$ cat config.mk
export PLATFORM = sky130hd
export DESIGN_NAME = res_buffer_reader
export DESIGN_NICKNAME = d
export VERILOG_FILES = /design/src/rtl/res_buffer_reader.sv
export SDC_FILE = /design/constraint.sdc
export NUM_CORES = 1
export LEC_CHECK = 0
export CAP_MARGIN = 10
export CORE_MARGIN = 2
export CORE_UTILIZATION = 51
export CTS_BUF_LIST = sky130_fd_sc_hd__clkbuf_16
export DETAILED_ROUTE_END_ITERATION = 16
export PLACE_DENSITY = 0.75
export SYNTH_ARGS = -nofsm -noshare
export SYNTH_HDL_FRONTEND = slang
export SYNTH_SLANG_ARGS = --single-unit
$ cat constraint.sdc
create_clock -name clk -period 3.9 [get_ports clk]
set_input_delay 0.78 -clock clk [delete_from_list [all_inputs] [get_ports clk]]
set_output_delay 0.78 -clock clk [all_outputs]
set_load 0.03 [all_outputs]
$ cat src/rtl/res_buffer_reader.sv
// res_buffer_reader: streams a block of result words out of a synchronous
// result buffer through a 2-entry prefetch FIFO with a valid/ready output.
// Build option: define RES_BUFFER_READER_RELU_EN to clamp negative
// (two's complement) words to zero as they enter the FIFO.
//
// state  | meaning
// IDLE   | waiting for start
// RUN    | issuing reads and streaming words, busy high
// FINISH | one-cycle done pulse, busy already low
module res_buffer_reader #(
  parameter int BIT_DEPTH  = 8,
  parameter int ADDR_WIDTH = 10
) (
  input  logic                  clk,
  input  logic                  rst,
  input  logic                  start,
  input  logic [ADDR_WIDTH-1:0] base_addr,
  input  logic [ADDR_WIDTH:0]   count,
  output logic                  mem_rd_en,
  output logic [ADDR_WIDTH-1:0] mem_rd_addr,
  input  logic [BIT_DEPTH-1:0]  mem_rd_data,
  output logic [BIT_DEPTH-1:0]  out_data,
  output logic                  out_valid,
  input  logic                  out_ready,
  output logic                  busy,
  output logic                  done
);

  localparam logic [1:0] S_IDLE   = 2'd0;
  localparam logic [1:0] S_RUN    = 2'd1;
  localparam logic [1:0] S_FINISH = 2'd2;

  localparam logic [ADDR_WIDTH:0]   CNT_ONE  = {{ADDR_WIDTH{1'b0}}, 1'b1};
  localparam logic [ADDR_WIDTH-1:0] ADDR_ONE = {{(ADDR_WIDTH-1){1'b0}}, 1'b1};

  logic [1:0]            state_q, state_d;
  logic [ADDR_WIDTH-1:0] addr_q, addr_d;
  logic [ADDR_WIDTH:0]   issue_left_q, issue_left_d;
  logic [ADDR_WIDTH:0]   out_left_q, out_left_d;
  logic                  inflight_q;
  logic [BIT_DEPTH-1:0]  fifo_q [2];
  logic                  wr_ptr_q, rd_ptr_q;
  logic [1:0]            fifo_cnt_q;

  logic                  pop, push, rd_en;
  logic [2:0]            occ_after_pop;
  logic [BIT_DEPTH-1:0]  wr_word;

  // A word leaving this cycle frees its slot for a read issued in the same
  // cycle; counting it is what allows one word per cycle with a 2-deep FIFO.
  assign pop           = (fifo_cnt_q != 2'd0) && out_ready;
  assign push          = inflight_q;
  assign occ_after_pop = {1'b0, fifo_cnt_q} + {2'b00, inflight_q} - {2'b00, pop};
  assign rd_en         = (state_q == S_RUN) && (issue_left_q != '0) && (occ_after_pop < 3'd2);

  assign mem_rd_en   = rd_en;
  assign mem_rd_addr = rd_en ? addr_q : '0;
  assign out_valid   = (fifo_cnt_q != 2'd0);
  assign out_data    = fifo_q[rd_ptr_q];
  assign busy        = (state_q == S_RUN);
  assign done        = (state_q == S_FINISH);

`ifdef RES_BUFFER_READER_RELU_EN
  assign wr_word = mem_rd_data[BIT_DEPTH-1] ? '0 : mem_rd_data;
`else
  assign wr_word = mem_rd_data;
`endif

  // Sequencer next state: latch the request, step address and counters.
  always_comb begin
    state_d      = state_q;
    addr_d       = addr_q;
    issue_left_d = issue_left_q;
    out_left_d   = out_left_q;
    case (state_q)
      S_IDLE: begin
        if (start) begin
          state_d      = S_RUN;
          addr_d       = base_addr;
          issue_left_d = count;
          out_left_d   = count;
        end
      end
      S_RUN: begin
        if (rd_en) begin
          addr_d       = addr_q + ADDR_ONE;
          issue_left_d = issue_left_q - CNT_ONE;
        end
        if (pop) begin
          out_left_d = out_left_q - CNT_ONE;
        end
        if ((out_left_q == '0) || (pop && (out_left_q == CNT_ONE))) begin
          state_d = S_FINISH;
        end
      end
      S_FINISH: state_d = S_IDLE;
      default:  state_d = S_IDLE;
    endcase
  end

  // State, in-flight tracking and prefetch FIFO registers.
  always_ff @(posedge clk) begin
    if (rst) begin
      state_q      <= S_IDLE;
      addr_q       <= '0;
      issue_left_q <= '0;
      out_left_q   <= '0;
      inflight_q   <= 1'b0;
      fifo_q[0]    <= '0;
      fifo_q[1]    <= '0;
      wr_ptr_q     <= 1'b0;
      rd_ptr_q     <= 1'b0;
      fifo_cnt_q   <= 2'd0;
    end else begin
      state_q      <= state_d;
      addr_q       <= addr_d;
      issue_left_q <= issue_left_d;
      out_left_q   <= out_left_d;
      inflight_q   <= rd_en;
      if (push) begin
        fifo_q[wr_ptr_q] <= wr_word;
        wr_ptr_q         <= ~wr_ptr_q;
      end
      if (pop) begin
        rd_ptr_q <= ~rd_ptr_q;
      end
      fifo_cnt_q <= fifo_cnt_q + {1'b0, push} - {1'b0, pop};
    end
  end

endmodule
==> impl_metrics.toml, run 1 <==
[layout]
multi_input_area_um2 = 1660
area_growth_pct = 24.0
final-seq-area_um2 = 1280
layout.nets = 445
nFillCells = 491
fin_area_um2 = 3800
antenna_cells = 0
drive_gt1_frac = 0.116

[timing]
fin_crit_sh = 0.892
setup_violations = 0
fin_skew_ps = 4.23
fmax_mhz = 287
setup_tns_ps = 0
finalMaxSlewViolations = 0
tightest_slew_ps = 522
maxSlewHeadroom = 0.651
fin_crit_ps = 3480
rsz0062_at_grt = "no"
hold_violations = 0

[global_route]
grt_pass1_wl_um = 12100
overflow = 0
grt_pass1_vias = 2666
antenna_found_initial = 0
gr-usage-all-layers = 0.232
grt_max_degree = 51

[route]
first_pass_iters = 4
viasPerCell = 5.74
ant_nets = 0
wl_per_cell_um = 15.3
drtIter0Drc = 163
routed_wirelength_um = 7330
vias = 2754
drc = 0

[yosys]
yosys_warnings = 0
seq_area_frac_synth = 0.418
syn_nets = 397
synth_seq_cells = 56
syn_area_um2 = 3070
synth-simple-area-share = 0.246
async_reset_ff_frac = 0
synth_mux_area_frac = 0.0326
synthAdderAreaFrac = 0.0351
synthCells = 356
netlist-cell-type-count = 51
synth_compound_area_frac = 0.218
synthXorXnorAreaFrac = 0.00857
synth_edf_count = 16
syn_area_per_cell_um2 = 8.61
synth_flop_cell = "dfxtp_1"
synth_top_family_by_area = "simple AND/OR/NAND/NOR gates"

[cts]
cts_setup_buffers = 0
clockRootBuffer = "clkbuf_16"
cts_num_sinks = 56
cts_buffers = 5
path_clk_slew_ps = 70
cts_buffer_depth = 2
cts_tree = "built"
clock_latency_ps = 290
htree_levels = 2

[min_path]
worstHoldPathType = "reg2reg"

[worst_setup_path]
path_max_fanout = 11
r2r_slack_ps = 1300
arrival_ps = 2700
critPathLaunchType = "primary input"
required_ps = 3120
worstSetupPathType = "in2out"
endpoint_kind = "output pin"

[power]
clkPwrFrac = 0.296
p_total_mw = 1.76
power.internal_mw = 1.19
p_seq_frac = 0.413
vdd_drop_max_mv = 0.259
combPwrFrac = 0.290
p_sw_frac = 0.326
p_leak_nw = 1.45
power.density_nw_per_um2 = 463
p_sw_uw = 575

[floorplan]
core_area_um2 = 5850
fp.dieH_um = 81.5
ios = 55
start_util = 0.524
fp.dieW_um = 81.5
row_count = 28
dieArea_um2 = 6650

[placed_design]
portBuffers = 54
gp_congestion = 0.850
place_area_um2 = 3630
hpwl_um = 4990

[flow_run]
drv_cap = 0

[status]
outcome = "complete, no violations"
-- cell families (layout without fill, tap and decap cells) --
group / Yosys count / count (layout)
AOI/OAI and AO/OA: 106 / 106
xor gates and xnor gates: 3 / 3
adders and majority gates: 8 / 8
buffers and inverters: 28 / 77
DFF: 56 / 56
muxes: 9 / 9
and+or+nand+nor: 146 / 146
-- per-layer routing --
metal | GRT usage | vias up | wire length (µm)
li1 | - | 1388 | -
met2 | 0.409 | 65 | 3700
met3 | 0.0374 | 4 | 341
met5 | 0 | - | 0
met4 | 0.0475 | 0 | 51
met1 | 0.299 | 1297 | 3240
-- placed cells by master (no fill, tap or decap), types with 3 or more instances in the layout --
cell type,netlist,routed
a21oi_1,34,34
a21o_1,5,5
or4_1,3,3
and3_1,4,4
nand2_1,45,45
o21ai_0,25,25
a211oi_1,8,8
or2_2,3,3
nor3_1,12,12
dfxtp_1,40,40
clkbuf_16,0,5
and2_1,28,28
o32ai_1,6,6
nor2_1,28,28
nand3_1,6,6
a311oi_1,4,4
edfxtp_1,16,16
inv_1,7,7
mux2_2,8,8
buf_4,2,18
nand2b_1,5,5
a22oi_1,4,4
o211ai_1,3,3
ha_1,7,7
clkdlybuf4s50_1,0,42
o22ai_1,3,3
-- registers in the layout (all words and copies together) (netlist names), 2 cells and up, named ones only --
register and count:
fifo_cnt_q 2, addr_q 10, state_q 2, issue_left_q 11
fifo_q 16, out_left_q 11
-- path summary, 6_finish.rpt --
| path | startpoint | endpoint | depth (start not counted) |
|---|---|---|---|
| worst max-delay path | out_ready | mem_rd_addr[6] | 12 |
| worst min-delay path | issue_left_q[9] | issue_left_q[9] | 2 |
| worst max register to register | fifo_cnt_q[1] | issue_left_q[3] | 12 |
| worst min register to register | issue_left_q[9] | issue_left_q[9] | 2 |
-- stage by stage --
step / util / hold slack, ps / instances / setup WS (ps)
after floorplan: - / 451 / 356 / 391
after global placement: 0.620 / 467 / 472 / 180
after detailed placement: 0.620 / 467 / 472 / 55.5
after CTS: 0.650 / 480 / 480 / 28.1
after global routing: 0.650 / 508 / 480 / 132
final: 0.650 / 478 / 480 / 421
-- critical path, cell delays in order --
cell	delay (ps)
dlymetal6s2s_1	180
nand2_1	100
mux2i_1	140
ha_1	170
inv_1	60
fa_1	380
xnor2_1	160
nand3_1	110
nor2_1	130
buf_4	170
and2_1	150
buf_4	160
-- timing repair --
| action | CTS | global route |
|---|---|---|
| hold buffers | 0 | 0 |
| resized for setup | 0 | 1 |
| endpoints found under the setup margin | 0 | 11 |
-- synthesized netlist by cell type, types with 2 or more instances --
master | n | area [µm²]
nand4b_1 | 2 | 17.5
buf_2 | 3 | 15.0
o211ai_1 | 3 | 22.5
edfxtp_1 | 16 | 480
or2_2 | 3 | 18.8
o32ai_1 | 6 | 52.6
dfxtp_1 | 40 | 801
nand2b_1 | 5 | 31.3
a211oi_1 | 8 | 60.1
nor3_1 | 12 | 60.1
a31o_2 | 2 | 17.5
nor2b_1 | 2 | 12.5
o22ai_1 | 3 | 18.8
a21o_1 | 5 | 37.5
a22o_1 | 2 | 17.5
and2_1 | 28 | 175
xnor2_1 | 2 | 17.5
a22oi_1 | 4 | 30.0
o21ai_0 | 25 | 125
clkbuf_1 | 14 | 52.6
nand4_1 | 2 | 12.5
mux2_2 | 8 | 90.1
o31ai_1 | 2 | 15.0
ha_1 | 7 | 87.6
buf_4 | 2 | 15.0
nand2_1 | 45 | 169
a21oi_1 | 34 | 170
nor2_1 | 28 | 105
a31oi_1 | 2 | 12.5
a311oi_1 | 4 | 35.0
or4_1 | 3 | 22.5
and3_1 | 4 | 25.0
nand3_1 | 6 | 30.0
inv_1 | 7 | 26.3
-- final cells by class --
class / instances / area share
Clock inverter: 3 / 0.0122
Sequential cell: 56 / 0.337
Tap cell: 75 / 0.0247
Multi-Input combinational cell: 272 / 0.436
Clock buffer: 5 / 0.0329
Inverter: 8 / 0.00789
Timing Repair Buffer: 61 / 0.149
-- power by group through the flow --
stage,sequential (mW),clock [mW],combinational [mW]
6_report,0.728,0.522,0.512
5_1_grt,0.738,0.545,0.566
4_1_cts,0.727,0.525,0.511
3_5_place_dp,0.740,0,0.506
3_3_place_gp,0.737,0,0.495
2_1_floorplan,0.722,0,0.369
(Power assumes the default switching activity.)
==> inputs of run 2 (changes only) <==
clock period = 3.8 ns   (was 3.9 ns; I/O delays follow)
==> impl_metrics.toml, run 2 (same netlist as run 1, synthesis figures left out) <==
[placed_design]
place_area_um2 = 3630
hpwl_um = 5000
portBuffers = 54
gp_congestion = 0.815

[global_route]
grt_max_degree = 51
grt_pass1_vias = 2484
antenna_found_initial = 0
overflow = 0
grt_pass1_wl_um = 11700
gr-usage-all-layers = 0.223

[worst_setup_path]
path_max_fanout = 11
path_cells = "dlymetal6s2s_1 > nand2_1 > mux2i_1 > ha_1 > inv_1 > fa_1 > xnor2_1 > nand3_1 > nor2_1 > buf_4 > and2_1 > buf_4"
arrival_ps = 2630
slowest_delay_ps = 380
worstSetupPathType = "in2out"
required_ps = 3040
slowest_stage = "fa_1"
critPathLaunchType = "primary input"
endpoint_kind = "output pin"
cp_common_cell = "buf_4"

[floorplan]
fp.dieW_um = 81.5
fp.dieH_um = 81.5
ios = 55
start_util = 0.524
row_count = 28
core_area_um2 = 5850
dieArea_um2 = 6650

[timing]
hold_violations = 0
setup_violations = 0
fin_skew_ps = 3.94
fin_crit_ps = 3390
maxSlewHeadroom = 0.667
finalMaxSlewViolations = 0
fin_crit_sh = 0.892
tightest_slew_ps = 498
fmax_mhz = 295
rsz0062_at_grt = "no"
setup_tns_ps = 0

[route]
routed_wirelength_um = 7130
drc = 0
wl_per_cell_um = 14.9
drtIter0Drc = 226
vias = 2764
viasPerCell = 5.76
ant_nets = 0
first_pass_iters = 4

[cts]
cts_setup_buffers = 0
cts_num_sinks = 56
holdBufCountCts = 0
clock_latency_ps = 290
clockRootBuffer = "clkbuf_16"
cts_tree = "built"
cts_buffers = 5
cts_buffer_depth = 2
htree_levels = 2
post_cts_resized = 0
path_clk_slew_ps = 80

[power]
vdd_drop_max_mv = 0.248
p_leak_nw = 1.45
power.density_nw_per_um2 = 462

[layout]
layout.nets = 445
top_register = "fifo_q"
final_common_cell = "nand2_1"
drive_gt1_frac = 0.116
fin_area_um2 = 3780
mostFrequentLayoutCells = "nand2_1 (45), clkdlybuf4s50_1 (42), dfxtp_1 (40)"
antenna_cells = 0
largest_reg_flops = 16
area_growth_pct = 23.4
reg.largest.list = "fifo_q x16, issue_left_q x11, out_left_q x11"

[min_path]
worstHoldPathType = "reg2reg"

[flow_run]
drv_cap = 0

[status]
outcome = "complete, no violations"
[run 2: final cells by class]
cell class,instances,area [µm²]
Multi-Input combinational cell,272,1660
Fill cell,498,2070
Tap cell,75,93.8
Clock buffer,5,125
Sequential cell,56,1280
Timing Repair Buffer,61,568
Inverter,8,30.0
Clock inverter,3,26.3
[run 2: critical path: cells and delay by family]
family                     cells  cell delay (ps)
adders and majority gates      2              540
muxes                          1              140
xor gates and xnor gates       1              150
and+or+nand+nor                4              480
buffers and inverters          4              550
[run 2: metal layers]
metal / global-route usage / wire length (µm)
met4: 0.0542 / 56
met3: 0.0418 / 312
met5: 0 / 0
met1: 0.304 / 3260
met2: 0.366 / 3500
[run 2: power by group]
group	leakage [nW]	switching [mW]	internal [mW]
Combinational	0.879	0.297	0.224
Sequential	0.495	0.0666	0.681
Clock	0.0748	0.228	0.251
[run 2: final timing paths]
check	start	endpoint	slack, ps	depth (start not counted)
max	out_ready	mem_rd_addr[9]	410	12
min	issue_left_q[9]	issue_left_q[9]	490	2
max reg2reg	fifo_cnt_q[1]	issue_left_q[3]	1230	12
min reg2reg	issue_left_q[9]	issue_left_q[9]	490	2
[run 2: metrics by stage]
step | utilization | hold WS [ps] | setup slack (ps) | power (mW) | cells
after floorplan | - | 451 | 331 | 1.12 | 356
after global placement | 0.620 | 468 | 120 | 1.26 | 472
after detailed placement | 0.620 | 477 | 15.6 | 1.28 | 472
after CTS | 0.646 | 490 | 2.10 | 1.76 | 480
after global routing | 0.647 | 523 | 183 | 1.85 | 480
final | 0.647 | 489 | 410 | 1.75 | 480
==> inputs of run 3 (changes only) <==
CORE_UTILIZATION = 53   (was 51)
PLACE_DENSITY = 0.77   (was 0.75)
TNS_END_PERCENT = 1   (was default)
==> impl_metrics.toml, run 3 (same netlist as run 1, synthesis figures left out) <==
[status]
outcome = "complete, no violations"

[placed_design]
gp_congestion = 0.800
place_area_um2 = 3630
portBuffers = 54
hpwl_um = 4900

[flow_run]
drv_cap = 0

[route]
wl_met1_um = 3180
drc = 0
viasPerCell = 5.78
met3_length_um = 395
wl_per_cell_um = 14.6
routed_wirelength_um = 6990
first_pass_iters = 5
routed.top_layer = "met4"
drtIter0Drc = 199
vias = 2765
ant_nets = 0
met2_length_um = 3340

[floorplan]
row_count = 27
fp.dieW_um = 80.1
fp.dieH_um = 80.1
core_area_um2 = 5540
ios = 55
start_util = 0.554
dieArea_um2 = 6410

[layout]
mostFrequentLayoutCells = "nand2_1 (45), clkdlybuf4s50_1 (42), dfxtp_1 (40)"
fin_area_um2 = 3780
reg.largest.list = "fifo_q x16, issue_left_q x11, out_left_q x11"
drive_gt1_frac = 0.116
nFillCells = 494
final_common_cell = "nand2_1"
antenna_cells = 0
top_register = "fifo_q"
fin_util = 0.682
layout.nets = 446
largest_reg_flops = 16
area_growth_pct = 23.1

[timing]
tightest_slew_ps = 627
setup_tns_ps = 0
setup_violations = 0
fin_crit_sh = 0.927
fmax_mhz = 284
fin_skew_ps = 3.39
maxSlewHeadroom = 0.581
finalMaxSlewViolations = 0
rsz0062_at_grt = "no"
hold_violations = 0
fin_crit_ps = 3520

[power]
power.density_nw_per_um2 = 455
vdd_drop_max_mv = 0.266
p_leak_nw = 1.43

[global_route]
overflow = 0
gr-usage-all-layers = 0.229
grt_pass1_vias = 2486
antenna_found_initial = 0
grt_max_degree = 51
grt_pass1_wl_um = 11600

[cts]
cts_tree = "built"
path_clk_slew_ps = 70
holdBufCountCts = 0
clockRootBuffer = "clkbuf_16"
cts_buffer_depth = 2
cts_buffers = 5
clock_latency_ps = 290
cts_num_sinks = 56
htree_levels = 2
cts_setup_buffers = 0

[worst_setup_path]
worstSetupPathType = "in2out"
endpoint_kind = "output pin"
arrival_ps = 2760
path_max_fanout = 11
critPathLaunchType = "primary input"
required_ps = 3040

[min_path]
worstHoldPathType = "reg2reg"
-- run 3: cell type report --
cell class,count,area [µm²],share of cell area
flip-flops and latches,56,1280,0.339
clock buffers,5,125,0.0331
well taps,72,90.1,0.0239
repair buffers,62,572,0.151
inverters,8,30.0,0.00795
clock inverters,3,18.8,0.00497
multi-input cells,272,1660,0.439
-- run 3: metrics by stage --
| stage | total power [mW] | cells | worst slack, ps | hold WS, ps |
|---|---|---|---|---|
| 6_report | 1.72 | 478 | 279 | 492 |
| 3_3_place_gp | 1.27 | 470 | 103 | 465 |
| 3_5_place_dp | 1.28 | 470 | -0.0748 | 477 |
| 5_1_grt | 1.81 | 478 | 43.7 | 509 |
| 4_1_cts | 1.72 | 478 | 255 | 488 |
| 2_1_floorplan | 1.12 | 356 | 331 | 451 |
-- run 3: where the power goes --
| group | switching [mW] | internal [mW] | leakage (nW) |
|---|---|---|---|
| logic | 0.294 | 0.227 | 0.876 |
| registers | 0.0670 | 0.681 | 0.495 |
| clock network | 0.206 | 0.242 | 0.0635 |
| total | 0.567 | 1.15 | 1.43 |
-- run 3: critical path, cell delays in order --
cell	delay [ps]
dlygate4sd2_1	280
nand2_1	90
mux2i_1	160
ha_1	170
inv_1	50
fa_1	370
xnor2_1	150
nand3_1	110
nor2_1	140
buf_4	170
and2_1	140
buf_4	160
-- run 3: worst paths after layout --
path	from	endpoint	slack (ps)	cells after the start
max reg2reg	fifo_cnt_q[1]	issue_left_q[3]	1250	12
max	out_ready	mem_rd_addr[6]	280	12
min reg2reg	issue_left_q[9]	issue_left_q[9]	490	2
min	issue_left_q[9]	issue_left_q[9]	490	2
-- run 3: metal layers --
metal | global-route usage | vias to the layer above
met5 | 0 | -
met4 | 0.0627 | 0
met3 | 0.0292 | 10
met2 | 0.381 | 85
met1 | 0.315 | 1284
li1 | - | 1386
-- run 3: timing repair --
item / 4_1_cts / 5_1_grt
hold endpoints to repair: 0 / 0
resized for setup: 1 / 0
setup endpoints to repair: 9 / 0
